$ cat src/rtl/vga_pkg.sv
// vga_pkg: shared 640x480@60 timing, colour type, sync polarities and test-bar helper
package vga_pkg;
   localparam int VGA_H_SYNC = 96;
   localparam int VGA_H_BP   = 48;
   localparam int VGA_H_ACT  = 640;
   localparam int VGA_H_FP   = 16;
   localparam int VGA_V_SYNC = 2;
   localparam int VGA_V_BP   = 33;
   localparam int VGA_V_ACT  = 480;
   localparam int VGA_V_FP   = 10;
   localparam int COLOUR_W   = 4;
   localparam bit SYNC_ACT_LOW  = 1'b0;
   localparam bit SYNC_ACT_HIGH = 1'b1;
   typedef struct packed {
      logic [COLOUR_W-1:0] b, g, r;
   } colour_t;
   // bar k lights channel r/g/b when bit 0/1/2 of k is set
   function automatic colour_t bar_colour(input logic [2:0] k);
      return {{COLOUR_W{k[2]}}, {COLOUR_W{k[1]}}, {COLOUR_W{k[0]}}};
   endfunction
endpackage

$ cat src/rtl/vga_delay_line.sv
// vga_delay_line: W-bit wide, D-deep register shift chain with async active-low clear
// i_clk clock, i_rst_n async clear, i_d input word, o_q input delayed by D clocks
module vga_delay_line #(
   parameter int W = 1,
   parameter int D = 1
) (
   input  logic         i_clk,
   input  logic         i_rst_n,
   input  logic [W-1:0] i_d,
   output logic [W-1:0] o_q
);
   logic [W-1:0] r_sr [D];
   always_ff @(posedge i_clk or negedge i_rst_n)
      if (!i_rst_n) begin
         for (int i = 0; i < D; i++) r_sr[i] <= '0;
      end else begin
         r_sr[0] <= i_d;
         for (int i = 1; i < D; i++) r_sr[i] <= r_sr[i-1];
      end
   assign o_q = r_sr[D-1];
endmodule

$ cat src/rtl/vga_timing_ctrl.sv
// vga_timing_ctrl: parametrised VGA timing generator and pixel output pipeline
// vga_clk pixel clock; clrn async active-low reset; d_in {b,g,r} pixel data from RAM
// row_addr/col_addr active-area indices; rdn RAM read strobe (active-low, window only)
// r/g/b colour, hs/vs sync, de data enable, frame_start/line_start first-pixel strobes
// VGA_TESTPAT_EN adds test_mode: eight vertical colour bars replace d_in in the window
module vga_timing_ctrl
   import vga_pkg::*;
#(
   parameter int H_SYNC = VGA_H_SYNC,
   parameter int H_BP   = VGA_H_BP,
   parameter int H_ACT  = VGA_H_ACT,
   parameter int H_FP   = VGA_H_FP,
   parameter int V_SYNC = VGA_V_SYNC,
   parameter int V_BP   = VGA_V_BP,
   parameter int V_ACT  = VGA_V_ACT,
   parameter int V_FP   = VGA_V_FP,
   parameter bit HS_POL = SYNC_ACT_LOW,
   parameter bit VS_POL = SYNC_ACT_LOW,
   parameter int CW     = 4,
   parameter int ADDR_W = 10,
   parameter int RD_LAT = 1,
   parameter int WIN_W  = 512,
   parameter int WIN_H  = 480,
   parameter logic [3*CW-1:0] BORDER = '0
) (
   input  logic              vga_clk,
   input  logic              clrn,
`ifdef VGA_TESTPAT_EN
   input  logic              test_mode,
`endif
   input  logic [3*CW-1:0]   d_in,
   output logic [ADDR_W-1:0] row_addr,
   output logic [ADDR_W-1:0] col_addr,
   output logic              rdn,
   output logic [CW-1:0]     r,
   output logic [CW-1:0]     g,
   output logic [CW-1:0]     b,
   output logic              hs,
   output logic              vs,
   output logic              de,
   output logic              frame_start,
   output logic              line_start
);
   localparam int H_TOT = H_SYNC + H_BP + H_ACT + H_FP;
   localparam int V_TOT = V_SYNC + V_BP + V_ACT + V_FP;
   localparam int HW    = $clog2(H_TOT);
   localparam int VW    = $clog2(V_TOT);
   localparam int H_ST  = H_SYNC + H_BP;
   localparam int V_ST  = V_SYNC + V_BP;
   if (WIN_W > H_ACT || WIN_H > V_ACT || RD_LAT < 1 || RD_LAT > 4) begin : g_bad_cfg
      $error("vga_timing_ctrl: window exceeds active area or RD_LAT outside 1..4");
   end
   logic [HW-1:0] r_h_cnt, w_hc;
   logic [VW-1:0] r_v_cnt, w_vc;
   logic w_h_end, w_act, w_win, w_rd, w_hs_act, w_vs_act, w_fs, w_ls;
   logic w_q_act, w_q_win, w_q_hs, w_q_vs, w_q_fs, w_q_ls;
   logic [3*CW-1:0] w_din;
   assign w_h_end = r_h_cnt == HW'(H_TOT - 1);
   always_ff @(posedge vga_clk or negedge clrn)
      if (!clrn) begin
         r_h_cnt <= '0;
         r_v_cnt <= '0;
      end else begin
         r_h_cnt <= w_h_end ? '0 : r_h_cnt + HW'(1);
         if (w_h_end) r_v_cnt <= (r_v_cnt == VW'(V_TOT - 1)) ? '0 : r_v_cnt + VW'(1);
      end
   // offsets wrap below the active start, so the range test needs the lower bound too
   assign w_hc     = r_h_cnt - HW'(H_ST);
   assign w_vc     = r_v_cnt - VW'(V_ST);
   assign w_act    = r_h_cnt >= HW'(H_ST) && w_hc < HW'(H_ACT) && r_v_cnt >= VW'(V_ST) && w_vc < VW'(V_ACT);
   assign w_win    = w_act && w_hc < HW'(WIN_W) && w_vc < VW'(WIN_H);
   assign w_hs_act = r_h_cnt < HW'(H_SYNC);
   assign w_vs_act = r_v_cnt < VW'(V_SYNC);
   assign w_ls     = w_act && w_hc == '0;
   assign w_fs     = w_ls && w_vc == '0;
`ifdef VGA_TESTPAT_EN
   localparam int CTL_W = 10;
   localparam int BAR_W = WIN_W >= 8 ? WIN_W / 8 : 1;
   logic [2:0] w_bar, w_q_bar;
   logic w_q_tm;
   colour_t w_bar_c;
   logic [CTL_W-1:0] w_ctl, w_q;
   assign w_bar = 3'(w_hc / HW'(BAR_W));
   assign w_rd  = w_win && !test_mode;
   assign w_ctl = {test_mode, w_bar, w_act, w_win, w_hs_act, w_vs_act, w_fs, w_ls};
   assign {w_q_tm, w_q_bar, w_q_act, w_q_win, w_q_hs, w_q_vs, w_q_fs, w_q_ls} = w_q;
   assign w_bar_c = bar_colour(w_q_bar);
   assign w_din = w_q_tm ? {{CW{w_bar_c.b[0]}}, {CW{w_bar_c.g[0]}}, {CW{w_bar_c.r[0]}}} : d_in;
`else
   localparam int CTL_W = 6;
   logic [CTL_W-1:0] w_ctl, w_q;
   assign w_rd  = w_win;
   assign w_ctl = {w_act, w_win, w_hs_act, w_vs_act, w_fs, w_ls};
   assign {w_q_act, w_q_win, w_q_hs, w_q_vs, w_q_fs, w_q_ls} = w_q;
   assign w_din = d_in;
`endif
   // stage 0: address and read strobe toward the pixel RAM
   always_ff @(posedge vga_clk or negedge clrn)
      if (!clrn) begin
         row_addr <= '0;
         col_addr <= '0;
         rdn      <= 1'b1;
      end else begin
         row_addr <= ADDR_W'(w_vc);
         col_addr <= ADDR_W'(w_hc);
         rdn      <= ~w_rd;
      end
   // control bits ride alongside the RAM read so sync stays aligned with pixel data
   vga_delay_line #(.W(CTL_W), .D(RD_LAT)) u_dly (
      .i_clk   (vga_clk),
      .i_rst_n (clrn),
      .i_d     (w_ctl),
      .o_q     (w_q)
   );
   always_ff @(posedge vga_clk or negedge clrn)
      if (!clrn) begin
         {b, g, r}   <= '0;
         de          <= 1'b0;
         hs          <= ~HS_POL;
         vs          <= ~VS_POL;
         frame_start <= 1'b0;
         line_start  <= 1'b0;
      end else begin
         {b, g, r}   <= w_q_win ? w_din : w_q_act ? BORDER : '0;
         de          <= w_q_act;
         hs          <= w_q_hs ? HS_POL : ~HS_POL;
         vs          <= w_q_vs ? VS_POL : ~VS_POL;
         frame_start <= w_q_fs;
         line_start  <= w_q_ls;
      end
endmodule

$ cat config.mk
export PLATFORM = sky130hd
export DESIGN_NAME = vga_timing_ctrl
export DESIGN_NICKNAME = d
export VERILOG_FILES = /design/src/rtl/vga_pkg.sv /design/src/rtl/vga_delay_line.sv /design/src/rtl/vga_timing_ctrl.sv
export SDC_FILE = /design/constraint.sdc
export NUM_CORES = 1
export LEC_CHECK = 0
export ABC_CLOCK_PERIOD_IN_PS = 2800
export CAP_MARGIN = 20
export CORE_ASPECT_RATIO = 1.2
export CORE_MARGIN = 10
export CORE_UTILIZATION = 52
export DETAILED_ROUTE_END_ITERATION = 8
export GPL_ROUTABILITY_DRIVEN = 0
export GPL_TIMING_DRIVEN = 0
export PLACE_DENSITY = 0.79
export SYNTH_ARGS = -nofsm -noshare
export SYNTH_HDL_FRONTEND = slang
export SYNTH_HIERARCHICAL = 1
export SYNTH_SLANG_ARGS = --single-unit
$ cat constraint.sdc
create_clock -name vga_clk -period 2.8 [get_ports vga_clk]
set_clock_uncertainty 0.1 [all_clocks]
set_input_delay 0.28 -clock vga_clk [delete_from_list [all_inputs] [get_ports vga_clk]]
set_output_delay 0.28 -clock vga_clk [all_outputs]
set_load 0.1 [all_outputs]
### Yosys cells after proc, flatten, opt, wreduce, memory -nomap -nowiden

Cells that the tools add are included.

| storage, ports and cells | value |
|---|---|
| register bits | 64 |
| input port bits | 14 |
| output and inout port bits | 38 |
| logic and storage cells | 42 |

| operators by class | value |
|---|---|
| add/subtract/negate cells | 4 |
| order comparisons | 7 |
| equality and inequality tests | 2 |
| muxes and demuxes | 5 |
| bitwise gates (word level) | 1 |
| reductions and logical operators | 9 |

Operators with widths:

| cell | count |
|---|---|
| adder 10 x 1 -> 10 bit (second input constant) | 2 |
| equality test 10 bit (second input constant) | 2 |
| zero test 10 bit | 2 |
| < comparator 10 bit (second input constant) | 2 |
| 2-to-1 mux 10 bit | 2 |
| 2-to-1 mux 12 bit | 1 |
| greater-or-equal comparator 10 x 6 -> 1 bit (second input constant) | 1 |
| greater-or-equal comparator 10 x 8 -> 1 bit (second input constant) | 1 |
| < comparator 10 x 2 -> 1 bit (second input constant) | 1 |
| < comparator 10 x 7 -> 1 bit (second input constant) | 1 |
| < comparator 10 x 9 -> 1 bit (second input constant) | 1 |
| subtractor 10 x 6 -> 10 bit (second input constant) | 1 |
| subtractor 10 x 8 -> 10 bit (second input constant) | 1 |
| logical AND 1 bit | 7 |
| 2-to-1 mux 1 bit | 2 |
| inverter 1 bit | 1 |

### Longest topological paths before layout

| logic depth | value |
|---|---|
| word-level depth | 8 |
| mapped depth | 8 |
| depth with buffers taken out | 7 |

### Cells and area by module

The synthesis kept the hierarchy.

Modules (own cells, without submodules):

| module | instances | cells each | area an instance (um^2) | sequential area each (um^2) |
|---|---|---|---|---|
| vga_timing_ctrl | 1 | 233 | 2682.6 | 1455.1 |
| vga_delay_line | 1 | 6 | 150.1 | 150.1 |

### Least setup slack after synthesis

OpenSTA, ideal clock, no wires.

| path | value |
|---|---|
| kind | reg2reg |
| start | register r_h_cnt[5] |
| end | register u_dly.r_sr (netlist bit u_dly/o_q[1]) |
| setup time | 96 ps |
| arrival time | 1784 ps |
| data required time | 2604 ps |
| path slack | 821 ps |
| cell stages (with the launch flop) | 8 |
| path buffers | 0 |
| period minus slack after synthesis | 1979 ps |
| cells stage by stage | dfrtp_1 > inv_1 > ha_1 > nor4bb_1 > o21ai_0 > a22oi_2 > nand4b_2 > nor4_2 |

| on the way | value |
|---|---|
| word-level cells in the longest chain between the ends | 7 |

RTL lines:

| item | RTL line | RTL |
|---|---|---|
| start: declaration | vga_timing_ctrl.sv:53 | `logic [HW-1:0] r_h_cnt, w_hc;` |
| start signal: assignment | vga_timing_ctrl.sv:64 | `r_h_cnt <= w_h_end ? '0 : r_h_cnt + HW'(1);` |
| subtractor 10 x 8 -> 10 bit | vga_timing_ctrl.sv:68 | `assign w_hc = r_h_cnt - HW'(H_ST);` |
| < comparator 10 bit | vga_timing_ctrl.sv:70 | `assign w_act = r_h_cnt >= HW'(H_ST) && w_hc < HW'(H_ACT) && r_v_cnt >= VW'(V_ST) && w_vc < VW'(V_ACT);` |
| logical AND 1 bit (3 in a row) | vga_timing_ctrl.sv:70 |  |
| logical AND 1 bit (*) | vga_timing_ctrl.sv:74 | `assign w_ls = w_act && w_hc == '0;` |
| logical AND 1 bit (*) | vga_timing_ctrl.sv:75 | `assign w_fs = w_ls && w_vc == '0;` |
| named net w_fs | vga_timing_ctrl.sv:55 | `logic w_h_end, w_act, w_win, w_rd, w_hs_act, w_vs_act, w_fs, w_ls;` |
| end: declaration | vga_delay_line.sv:12 | `logic [W-1:0] r_sr [D];` |

Mark *: on every way through the listed nets, which the timed path passes. The rest lies on a longest branch.
A chain may end at the register's enable or synchronous reset.

### Final worst setup path

Ends and elaborated chain as after synthesis.

==> impl_metrics.ini <==
[layout]
final_cells = 370
nNetsFinal = 325
synthToLayoutAreaGrowth_pct = 28.1
drive_gt1_share_pct = 15.6
diodes = 0

[synthesis]
synth_edf_count = 0
netlist_instances = 239
synth_ff_type = dfrtp_1
synth_area_mm2 = 0.00283
syn_nets = 261
yosysTopAreaCell = dfrtp_1
yosysSeqAreaShare_pct = 56.7
yosysUniqueCellTypes = 49
ys_ff_latch = 64
yosys_warnings = 6
yosysMostFrequentCell = dfrtp_1
syn_avg_cell_area_um2 = 11.9
yosys-top-cells-area = dfrtp_1, ha_1, xor2_1
synthTopCellsByCount = dfrtp_1, and2_1, inv_1, nor2_1, xor2_1
async_flop_share_pct = 100
synth_top_area_share_pct = 53.9

[sta]
hold-worst-slack_ps = 249
finalHoldViolations = 0
worst_slew_pin_slew_ps = 993
setup_violations = 0
fmax_mhz = 414
period_needed_ps = 2420
slew_violations = 0
rsz0062_at_grt = false
relSlewSlack_pct = 33.6
setup_tns_ps = 0
fin_ws_ps = 382
fin_crit_sh_pct = 86.4

[setup_path]
cp_cell_sequence = inv_1 > ha_1 > nor4bb_1 > o21ai_0 > a22oi_2 > nand4b_2 > nor4_2
cp_data_arrival_time_ps = 2560
path_max_fanout = 7
crit_family = simple AND/OR/NAND/NOR gates
slowest_delay_ps = 500
cp-start-kind = flop
cpMaxStageDelayCell = nor4bb_1
critical_path_class = flop to flop
cp_num_buf_inv = 1
crit_required_ps = 2950
critPathCaptureType = flop

[placement]
port_buffers = 51
post-place-cells = 353
hpwl_um = 4250
post-place-ws_ps = 403

[clock_network]
root_buffer = clkbuf_8
cts.clk_slew.worst_paths_ps = 60
cts.path.max_buffers = 2
htreeDepth = 3
numClockSinks = 64
tritoncts = yes
cts_resized = 0
clk_latency_ps = 340
cts_buffers = 9

[die]
row_count = 29
pin_count = 52
fp.dieH_um = 101
die_w_um = 87.4
core-area_mm2 = 0.00530
initial_core_util_pct = 53.5
die_area_mm2 = 0.00881

[grt]
overflow = 0
grt_pass1_wl_um = 9820
grt_pass1_vias = 1971
track_usage_pct = 14.1
grt_max_degree = 36
antenna_found_initial = 0

[power]
p_leak_nw = 1.66
ir_worst_vdd_mv = 0.265
powerDensity_mw_per_mm2 = 462
p_total_mw = 1.68

[drt]
ant_nets = 0
avgViaCountPerCell = 5.37
vias = 1986
wire_per_inst_um = 15.6
drc = 0
drt-total-wl_um = 5770
drtPass1Iterations = 4
drt_iter0_markers = 181

[outcome]
status = complete, no violations

[hold_path]
hold_class = flop to flop

[flow_run]
cap_violations = 0
==> logic make-up after synthesis <==
| kind of cell | Yosys count | synth area share [%] |
|---|---|---|
| DFF | 64 | 56.7 |
| buffers and inverters | 28 | 4.90 |
| adders and majority gates | 8 | 3.53 |
| xor gates and xnor gates | 19 | 5.87 |
| and+or+nand+nor | 85 | 19.0 |
| AOI/OAI and AO/OA | 33 | 9.23 |
| muxes | 2 | 0.795 |
==> registers in the layout, summed over array words and instances, names as in the netlist <==
| register | cells |
|---|---|
| frame_start | 1 |
| r | 4 |
| b | 4 |
| r_h_cnt | 10 |
| r_v_cnt | 10 |
| line_start | 1 |
| rdn | 1 |
| col_addr | 10 |
| g | 4 |
| row_addr | 10 |
| vs | 1 |
| u_dly/o_q | 6 |
| hs | 1 |
| de | 1 |
==> metrics by stage <==
step	area (µm²)	utilization, %
6_report	3630	68.5
5_1_grt	3630	68.5
4_1_cts	3630	68.5
3_5_place_dp	3440	64.9
3_3_place_gp	3420	64.6
2_1_floorplan	2830	-
==> worst register-to-register path, cell delays in order, from the launching register on <==
cell	delay, ps
dfrtp_1	460
inv_1	160
ha_1	270
nor4bb_1	500
o21ai_0	180
a22oi_2	210
nand4b_2	190
nor4_2	270
==> routing by layer <==
metal	part of all wire [%]	GRT usage, %	wire length (µm)	vias up
met5	0	0	0	-
met3	6.6	4.45	381	11
met2	52	22.2	2980	68
met4	1.1	6.76	65	0
li1	-	-	-	940
met1	41	17.1	2350	967
==> what timing repair did <==
item,in CTS,in global routing
hold endpoints to repair,29,0
hold buffers,1,0
buffers inserted,0,0
==> layout make-up <==
cell class	count	area [µm²]
repair buffers	53	536
clock buffers	13	169
plain buffers	15	90.1
clock inverters	3	15.0
inverters	13	48.8
fillers	387	1670
flip-flops and latches	64	1610
well taps	62	77.6
multi-input cells	147	1090
==> worst paths after layout <==
path                               from            to  depth (start not counted)  slack [ps]
max reg2reg                  r_h_cnt[5]  u_dly/o_q[1]                          7         380
max                          r_h_cnt[5]  u_dly/o_q[1]                          7         380
min in group asynchronous          clrn    r_v_cnt[3]                          2         440
max in group asynchronous          clrn            hs                          3        1490
min reg2reg                u_dly/o_q[1]   frame_start                          0         250
min                        u_dly/o_q[1]   frame_start                          0         250
==> power by group <==
part	leakage (nW)	switching [mW]	internal, mW	total (mW)
Combinational	0.763	0.0191	0.0185	0.0376
Clock	0.0992	0.325	0.389	0.714
Sequential	0.797	0	0.925	0.925
Total	1.66	0.344	1.33	1.68
==> cell usage in the layout, fill, tap and decap left out, types with 4 or more instances in the layout <==
| cell type | Yosys | routed |
|---|---|---|
| and3_1 | 5 | 5 |
| o21ai_0 | 9 | 9 |
| clkbuf_8 | 0 | 12 |
| inv_1 | 13 | 13 |
| xor2_1 | 11 | 11 |
| nand2b_1 | 5 | 5 |
| clkdlybuf4s50_1 | 0 | 50 |
| a21oi_1 | 5 | 5 |
| ha_1 | 8 | 8 |
| nand3_1 | 9 | 9 |
| and2_1 | 14 | 14 |
| buf_2 | 6 | 7 |
| nand2_1 | 10 | 10 |
| nor2_1 | 13 | 13 |
| dfrtp_1 | 61 | 61 |
| xnor2_1 | 8 | 8 |
| nor3_1 | 8 | 8 |
| nand4_1 | 4 | 4 |
| clkbuf_1 | 3 | 4 |
Note: power is estimated with default switching activity, not from simulation.
